**src/rtl/output_interface_if.sv**
```systemverilog
// rtl/output_interface_if.sv - router output port bus: upstream requests/flits/clears and downstream so/ro/datao
interface output_interface_if #(
  parameter int DATA_WIDTH = 64
);
  logic [4:0]              req_in;
  logic [5*DATA_WIDTH-1:0] data_in;
  logic [4:0]              buf_clear;
  logic                    so;
  logic                    ro;
  logic [DATA_WIDTH-1:0]   datao;

  modport slave (
    input  req_in,
    input  data_in,
    input  ro,
    output buf_clear,
    output so,
    output datao
  );

  modport master (
    output req_in,
    output data_in,
    output ro,
    input  buf_clear,
    input  so,
    input  datao
  );
endinterface

```
**src/rtl/output_interface.sv**
```systemverilog
// rtl/output_interface.sv - round-robin router output port with 1-entry slot; OUT_IF_PKT_CNT_EN adds pkt_cnt
module output_interface #(
  parameter int         DATA_WIDTH = 64,
  parameter logic [4:0] DIRECTION  = 5'b00001
) (
  input  logic                clk,
  input  logic                rst,
  output_interface_if.slave   bus,
  output logic [4:0]          grant_dbg
`ifdef OUT_IF_PKT_CNT_EN
  ,
  output logic [15:0]         pkt_cnt
`endif
);

  typedef enum logic {EMPTY, FULL} state_t;

  state_t                state, state_nxt;
  logic [4:0]            eff_req, grant;
  logic [2:0]            rr_idx, grant_idx;
  logic [3:0]            cand;
  logic                  found, full, xfer, load;
  logic [DATA_WIDTH-1:0] sel_flit;

  // No U-turn: a flit never leaves through the port it arrived on.
  assign eff_req = bus.req_in & ~DIRECTION;
  assign full    = (state == FULL);
  assign xfer    = full & bus.ro;
  // Gated by rst so no input is told its flit was consumed while in reset.
  assign load    = rst & (|eff_req) & (!full | xfer);

  always_comb begin
    grant     = '0;
    grant_idx = 3'd0;
    cand      = 4'd0;
    found     = 1'b0;
    for (int k = 1; k <= 5; k++) begin
      cand = {1'b0, rr_idx} + 4'(k);
      if (cand >= 4'd5) cand = cand - 4'd5;
      if (!found && eff_req[cand[2:0]]) begin
        found            = 1'b1;
        grant_idx        = cand[2:0];
        grant[cand[2:0]] = 1'b1;
      end
    end
  end

  always_comb begin
    sel_flit = '0;
    for (int i = 0; i < 5; i++) begin
      if (grant_idx == 3'(i)) sel_flit = bus.data_in[i*DATA_WIDTH +: DATA_WIDTH];
    end
  end

  always_ff @(posedge clk or negedge rst) begin
    if (!rst) state <= EMPTY;
    else      state <= state_nxt;
  end

  always_comb begin
    state_nxt = state;
    case (state)
      EMPTY:   if (load) state_nxt = FULL;
      FULL:    if (xfer && !load) state_nxt = EMPTY;
      default: state_nxt = EMPTY;
    endcase
  end

  assign bus.so        = full;
  assign bus.buf_clear = load ? grant : 5'b0;

  always_ff @(posedge clk or negedge rst) begin
    if (!rst) begin
      rr_idx    <= 3'd4;
      bus.datao <= '0;
      grant_dbg <= '0;
    end else if (load) begin
      rr_idx    <= grant_idx;
      bus.datao <= sel_flit;
      grant_dbg <= grant;
    end else if (xfer) begin
      grant_dbg <= '0;
    end
  end

`ifdef OUT_IF_PKT_CNT_EN
  always_ff @(posedge clk or negedge rst) begin
    if (!rst)      pkt_cnt <= 16'd0;
    else if (xfer) pkt_cnt <= pkt_cnt + 16'd1;
  end
`endif

endmodule
```
**src/flat_wrapper.sv**
```systemverilog
// flat-port wrapper written by rule: the top's interface ports become plain ports
module output_interface_flat 
#(
  parameter int         DATA_WIDTH = 64,
  parameter logic [4:0] DIRECTION  = 5'b00001
)
  (clk, rst, grant_dbg, bus_req_in, bus_data_in, bus_ro, bus_buf_clear, bus_so, bus_datao);
  output_interface_if #(.DATA_WIDTH(DATA_WIDTH)) bus_i ();
  input  logic clk;
  input  logic rst;
  output logic [4:0] grant_dbg;
  input wire logic [$bits(bus_i.req_in)-1:0] bus_req_in;
  input wire logic [$bits(bus_i.data_in)-1:0] bus_data_in;
  input wire logic [$bits(bus_i.ro)-1:0] bus_ro;
  output wire logic [$bits(bus_i.buf_clear)-1:0] bus_buf_clear;
  output wire logic [$bits(bus_i.so)-1:0] bus_so;
  output wire logic [$bits(bus_i.datao)-1:0] bus_datao;
  assign bus_i.req_in = bus_req_in;
  assign bus_i.data_in = bus_data_in;
  assign bus_i.ro = bus_ro;
  assign bus_buf_clear = bus_i.buf_clear;
  assign bus_so = bus_i.so;
  assign bus_datao = bus_i.datao;
  output_interface #(.DATA_WIDTH(DATA_WIDTH), .DIRECTION(DIRECTION)) u_core (.clk(clk), .rst(rst), .bus(bus_i), .grant_dbg(grant_dbg));
endmodule
```
**config.mk**
```make
export PLATFORM = sky130hd
export DESIGN_NAME = output_interface_flat
export DESIGN_NICKNAME = d
export VERILOG_FILES = /design/src/rtl/output_interface_if.sv /design/src/rtl/output_interface.sv /design/src/flat_wrapper.sv
export SDC_FILE = /design/constraint.sdc
export NUM_CORES = 1
export LEC_CHECK = 0
export ABC_AREA = 1
export BUFFER_PORTS_ARGS = -buffer_cell sky130_fd_sc_hd__buf_2
export CORE_AREA = 10 10 150 152
export DETAILED_ROUTE_END_ITERATION = 10
export DIE_AREA = 0 0 160 162
export SETUP_SLACK_MARGIN = 0.3
export SLEW_MARGIN = 20
export SYNTH_ARGS = -nofsm -noshare
export SYNTH_HDL_FRONTEND = slang
export SYNTH_SLANG_ARGS = --single-unit
```
**constraint.sdc**
```tcl
create_clock -name clk -period 6.95 [get_ports clk]
set_clock_uncertainty 0.1 [all_clocks]
set_input_delay 1.39 -clock clk [delete_from_list [all_inputs] [get_ports clk]]
set_output_delay 1.39 -clock clk [all_outputs]
set_load 0.02 [all_outputs]
```
==> results of run 1 <==
==> cells in the mapped netlist (all sizes together) (5+ instances only) <==
master / n
a21oi: 67
buf: 49
clkbuf: 16
dfrtp: 72
ha: 10
inv: 38
nand2: 397
nand3: 102
nand4: 75
nor2: 37
o21a: 64
o21ai: 13
o22ai: 5
==> sequential cells by signal, indices dropped and copies added (netlist names) <==
| register | cells |
|---|---|
| u_core.bus.so | 1 |
| u_core.bus.datao | 64 |
| u_core.rr_idx | 3 |
| u_core.grant_dbg | 5 |
==> path summary, 6_finish.rpt <==
kind | from | to | slack [ps] | cells past startpoint
setup / recovery | u_core.rr_idx[0] | bus_buf_clear[4] | 1160 | 20
hold / removal | u_core.bus.datao[48] | u_core.bus.datao[48] | 370 | 2
setup reg to reg | u_core.rr_idx[0] | u_core.bus.datao[29] | 1800 | 21
hold reg to reg | u_core.bus.datao[48] | u_core.bus.datao[48] | 370 | 2
max in group asynchronous | rst | u_core.bus.datao[34] | 4860 | 2
min in group asynchronous | rst | u_core.bus.datao[31] | 770 | 1
==> metal layers <==
metal | GRT usage (%) | vias to the layer above | routed length [um]
li1 | - | 3908 | -
met2 | 38.67 | 406 | 15090
met4 | 8.639 | 0 | 824
met3 | 6.370 | 45 | 2726
met5 | 0 | - | 0
met1 | 25.68 | 3648 | 12080
==> layout make-up <==
type	instances	share of cell area, %
multi-input cells	776	45.56
repair buffers	410	24.10
clock inverters	4	0.6090
flip-flops and latches	73	21.19
clock buffers	11	2.929
diodes	3	0.08701
inverters	38	1.682
well taps	265	3.843
==> worst max-delay path, stage by stage (launching register included) <==
cell and delay (ps):
dfrtp_1 600, inv_2 300, ha_1 180, inv_1 60
fa_1 380, inv_1 120, nand2_1 80, nand2_1 60
nand2_1 140, inv_1 150, nand2_1 60, nand3_1 60
nand3_1 160, inv_1 130, nand2_1 70, nor2_2 360
nand3_2 150, nand3_4 420, nand2_1 190, inv_1 90
buf_2 160
==> logic make-up (layout without fill, tap and decap cells) <==
family          count (synthesis)  in the layout  share of synthesized area [%]
simple gates                  614            614                          44.73
compound gates                150            150                          14.60
fa+ha+maj                      11             11                          2.292
buf+inv                       103            463                          9.463
flops                          73             73                          28.86
other cells                     1              4                        0.05921
==> metrics by stage <==
stage,utilization [%],cells
global placement,42.87,1562
CTS,44.44,1577
detailed placement,42.87,1562
global route,44.48,1580
finish,44.48,1580
floorplan,-,952
==> run metrics, run 1 <==
fmax=0.1726 GHz; number of max-cap violations=0; drt wl/cell=19.45 um; flops & latches, synth=73; Slew Limit Fails=0; most common cell after layout, fill and taps aside=buf_2; Worst EP required=5460 ps; setup ws final=1158 ps; DP Wirelength=23,840 um; worst-skew pair later-pin latency=350 ps; RSZ-0062 raised after global routing=no; CTS tree=yes; Synth Net Count=1,291; Post-CTS Setup Inserts=0; first-pass GRT wire length=46,310 um; antenna viol nets, final=0; Worst-Margin Slew=1115 ps; Residual DRC=0; cells after synthesis=952; die area=0.02592 mm2; commonest non-fill, non-tap cells in the layout=buf_2, nand2_1, nand4_1, dfrtp_1, nand3_1; min Tclk post-route=5792 ps; Synth top area share=28.45%; fillcell total=2,119; Vias/cell=5.068; Main synth FF type=dfrtp_1; async set or reset register ratio after synthesis=100.0%; FP Rows=51; Worst Hold Class=reg -> reg; register area share after synthesis=28.86%; relative slew slack=25.67%; Final Hold Fails=0; routed vias=8,007; Post-synth EDFFs=0; clock transition at the registers of the reported paths=60 ps; # IOs=403; period utilisation layout=83.34%; Pre-antenna DRT Iters=5; Area contributors post-synth=dfrtp_1, nand2_1, o21a_1, nand4_1, nand3_1; Die Height=162 um; Placed Instance Area=0.008315 mm2; initial antenna violation count=4; multi-input logic area=0.003931 mm2; P&R area growth vs syn=36.23%; WL final=30,730 um; Crit Path Class=reg -> out; Synth warnings=0; post-route setup TNS=0 ps; tightest hold margin=371.0 ps; crit path DAT=4300 ps; Mapped Area=0.006334 mm2; clock root buffer=clkbuf_16; CP max FO=34; Setup WS pre-CTS=1560 ps; Port Buffer Count=400; H-tree lvl count=3; Routability Congestion=0.9056; CP Launch Type=register; Num CTS Buffers=9; Synth cell types=32; NumNets Final=1,647; DR iter-0 viols=793; # setup viols final=0; CTS resizes=0; hold buffer count at CTS=0; GR Util All Layers=22.39%; status=finished, final reports clean; CTS Sinks=73; post-synthesis cell type with the largest combined area=dfrtp_1; Initial Util=32.65%; register area=0.001828 mm2; largest net degree at the start of global routing=68; layout cells sized above 1=36.36%; vias in the first global route=7,965; Die X=160 um; Max Buffers Root-to-Sink=2; Placeable Area=0.01940 mm2; crit end category=output pin; GRT overflow=0; syn avg cell area=6.653 um2; cell area after layout=0.008628 mm2
Power of run 1 is left out: the tool's default activity adds up to more than one toggle a clock period on the data nets, which glitch-free logic cannot reach.
==> run 2: changes to the inputs <==
Settings changed: ABC_AREA 1 to 0, CORE_AREA 10 10 150 152 to 10 10 148 150, DIE_AREA 0 0 160 162 to 0 0 158 160, PLACE_DENSITY set to 0.67.
Clock period 6.95 ns to 6 ns, I/O delays scaled along.
==> run 2 against run 1 <==
Effect of this change: register-to-register slack got worse by 700 ps; critical path depth is 9 lower; worst hold slack worse by 1.7 ps; sequential cell count unchanged; setup slack lost 510 ps; area after synthesis up 2.7%; synthesized cell count fell by 29%; global-route usage grew 0.51 points; critical endpoint is now bus_buf_clear[3]; die area decreased by 2.5%; first-iteration DRC count down 34%.
==> run metrics, run 2 <==
Worst Hold Class=reg -> reg (unchanged); worst-skew pair later-pin latency=330 ps (was 350 ps); Synth Area in Adders=2.231% (was 2.292%); Area contributors post-synth=dfrtp_1, a221oi_2, o221ai_2, o31ai_1, nand2_1 (was dfrtp_1, nand2_1, o21a_1, nand4_1, nand3_1); fmax=0.1868 GHz; initial antenna violation count=5 (was 4); CTS tree=yes (unchanged); Worst-Margin Slew=1139 ps (was 1115 ps); WL met1=11,850 um (was 12,080 um); min Tclk post-route=5353 ps; WL final=30,570 um (was 30,730 um); # IOs=403 (unchanged); Port Buffer Count=400 (unchanged); Crit Path Class=reg -> out (unchanged); Reg2Reg Depth=12 (was 21); Placeable Area=0.01908 mm2 (was 0.01940 mm2); CP most frequent cell=nor2_1 (was nand2_1); commonest non-fill, non-tap cells in the layout=buf_2, nand2_1, nor2_1, dfrtp_1, a221oi_2 (was buf_2, nand2_1, nand4_1, dfrtp_1, nand3_1); async set or reset register ratio after synthesis=100.0% (unchanged); clock transition at the registers of the reported paths=60 ps (about the same); drt wl/cell=23.96 um (was 19.45 um); Simple-Gate Fraction of Synth Area=17.06% (was 44.73%); GR Util All Layers=22.90% (was 22.39%); Synth top cells by count=nand2_1, nor2_1, dfrtp_1 (was nand2_1, nand4_1, nand3_1); cell area after layout=0.008872 mm2 (was 0.008628 mm2); Slowest-stage cell, CP=dfstp_2 (was dfrtp_1); Pre-antenna DRT Iters=5 (unchanged); DP Wirelength=23,710 um (was 23,840 um); CP bufs+invs=2 (was 7); Slew Limit Fails=0 (unchanged); status=finished, final reports clean (unchanged); delay-heaviest family, CP=simple AND/OR/NAND/NOR gates (unchanged); number of max-cap violations=0 (unchanged); Vias/cell=5.688 (was 5.068); syn avg cell area=9.668 um2 (was 6.653 um2); Num CTS Buffers=9 (unchanged); hold buffer count at CTS=0 (unchanged); post-route setup TNS=0 ps (unchanged); # setup viols final=0 (unchanged); Synth warnings=0 (unchanged); clock root buffer=clkbuf_16 (unchanged); Placed Instance Area=0.008587 mm2 (was 0.008315 mm2); cells after synthesis=673 (was 952); Post-synth EDFFs=0 (unchanged); Die X=158 um (was 160 um); register area share after synthesis=28.10% (was 28.86%); Synth cell types=83 (was 32); Die Height=160 um (was 162 um); Main synth FF type=dfrtp_1 (unchanged); CP max FO=16 (was 34); CP Launch Point=u_core.rr_idx[2] (was u_core.rr_idx[0]); first-pass GRT wire length=45,570 um (was 46,310 um); RSZ-0062 raised after global routing=no (unchanged); CP Launch Type=register (unchanged); Post-CTS Setup Inserts=0 (unchanged); flop2flop setup slack=1100 ps (was 1800 ps); Biggest register=u_core.bus.datao (unchanged); Synth top area share=27.69% (was 28.45%); relative slew slack=24.08% (was 25.67%); post-synthesis mux area share=0.7885% (was 0%); Residual DRC=0 (unchanged); CTS resizes=0 (unchanged); met2 wire len=14,810 um (was 15,090 um); routed vias=7,258 (was 8,007); period utilisation layout=89.21%; Final Hold Fails=0 (unchanged); most common cell after layout, fill and taps aside=buf_2 (unchanged); Synth Net Count=1,012 (was 1,291); CTS Sinks=73 (unchanged); GRT overflow=0 (unchanged); flops & latches, synth=73 (unchanged); R2R Path End=u_core.bus.datao[63] (was u_core.bus.datao[29]); largest net degree at the start of global routing=66 (was 68); Max Buffers Root-to-Sink=2 (unchanged); Mapped Area=0.006506 mm2 (was 0.006334 mm2); post-synthesis cell type with the largest combined area=dfrtp_1 (unchanged); post-synthesis compound-gate area fraction=44.04% (was 14.60%); P&R area growth vs syn=36.37% (was 36.23%); Initial Util=34.10% (was 32.65%); Crit path depth=11 (was 20); Largest register FFs=64 (unchanged); crit path DAT=4050 ps (was 4300 ps); top routing layer used=met5 (was met4); H-tree lvl count=3 (unchanged); vias in the first global route=7,621 (was 7,965); Worst Setup EP=bus_buf_clear[3] (was bus_buf_clear[4]); Largest regs=u_core.bus.datao x64, u_core.grant_dbg x5, u_core.rr_idx x3 (unchanged); crit path cell chain=inv_1, ha_1, a2111o_1, nand3_1, a21oi_1, nor3_2, nand3_2, nor2_1, a221oi_4, nor2_1, buf_2 (was inv_2, ha_1, inv_1, fa_1, inv_1, nand2_1, nand2_1, nand2_1, inv_1, nand2_1, nand3_1, nand3_1, inv_1, nand2_1, nor2_2, nand3_2, nand3_4, nand2_1, inv_1, buf_2); Routability Congestion=0.8751 (was 0.9056); layout cells sized above 1=55.17% (was 36.36%); crit end category=output pin (unchanged); reg2reg start=u_core.rr_idx[2] (was u_core.rr_idx[0]); main combinational cell family by area after synthesis=compound AO/OA/AOI/OAI gates (was simple AND/OR/NAND/NOR gates); most instantiated library cell after synthesis=nand2_1 (unchanged); die area=0.02528 mm2 (was 0.02592 mm2); DR iter-0 viols=526 (was 793); Worst EP required=4700 ps (was 5460 ps); CP peak stage delay=740 ps (was 600 ps); XOR/XNOR Fraction of Synth Area=0.4038% (was 0%); antenna viol nets, final=0 (unchanged); NumNets Final=1,369 (was 1,647); FP Rows=51 (unchanged); met3 wire len=2945 um (was 2726 um)
run 2: cell types whose count changed in the layout (fill, tap and decap cells not counted), sizes merged, moves of 9 or more:
cell / before / now
a21oi: 67 / 11
a221oi: 0 / 64
and2: 0 / 9
inv: 38 / 16
nand2: 397 / 85
nand2b: 0 / 10
nand3: 102 / 11
nand4: 75 / 6
nor2: 37 / 77
o21a: 64 / 2
o221ai: 0 / 67
o31ai: 0 / 62
run 2: logic make-up after synthesis:
kind of cell    after synthesis
fa+ha+maj                    11
compound gates              264
buf+inv                      83
other cells                   1
xor+xnor                      3
mux                           5
simple gates                233
flops                        73
run 2: per-layer routing:
metal	global-route usage (%)	vias up
li1	-	3384
met1	27.04	3417
met5	0	-
met4	8.972	4
met3	7.064	69
met2	37.76	384
run 2: worst min-delay path by stage:
stage / cells after the start / from / slack, ps / endpoint
after floorplan: 2 / u_core.bus.datao[0] / 490 / u_core.bus.datao[0]
after global placement: 1 / u_core.grant_dbg[3] / 350 / u_core.grant_dbg[3]
after detailed placement: 2 / u_core.bus.datao[56] / 360 / u_core.bus.datao[56]
after CTS: 2 / u_core.bus.datao[56] / 370 / u_core.bus.datao[56]
after global routing: 1 / u_core.grant_dbg[2] / 390 / u_core.grant_dbg[2]
final: 2 / u_core.bus.datao[25] / 370 / u_core.bus.datao[25]
run 2: tightest hold or removal path: stages, from the launching register on:
cell     delay, ps
dfrtp_1        330
nand2_1         50
o31ai_1         50
run 2: final cells by class:
type                            count  area [um2]
Timing Repair Buffer              414        2160
Sequential cell                    73        1828
Multi-Input combinational cell    517        4252
Clock inverter                      6       42.54
Tap cell                          238       297.8
Fill cell                        1872       10210
Clock buffer                       10       229.0
Inverter                           15       56.30
Antenna cell                        3       7.507
run 2: stage by stage:
stage	hold WS (ps)	cells	utilization, %	worst slack (ps)
3_5_place_dp	360.3	1257	45.01	889.1
6_report	369.3	1276	46.50	647.1
4_1_cts	374.4	1273	46.43	584.1
3_3_place_gp	353.8	1257	45.01	942.8
5_1_grt	391.6	1276	46.50	316.3
2_1_floorplan	492.5	673	-	1413
Power of run 2 is left out for the same reason.
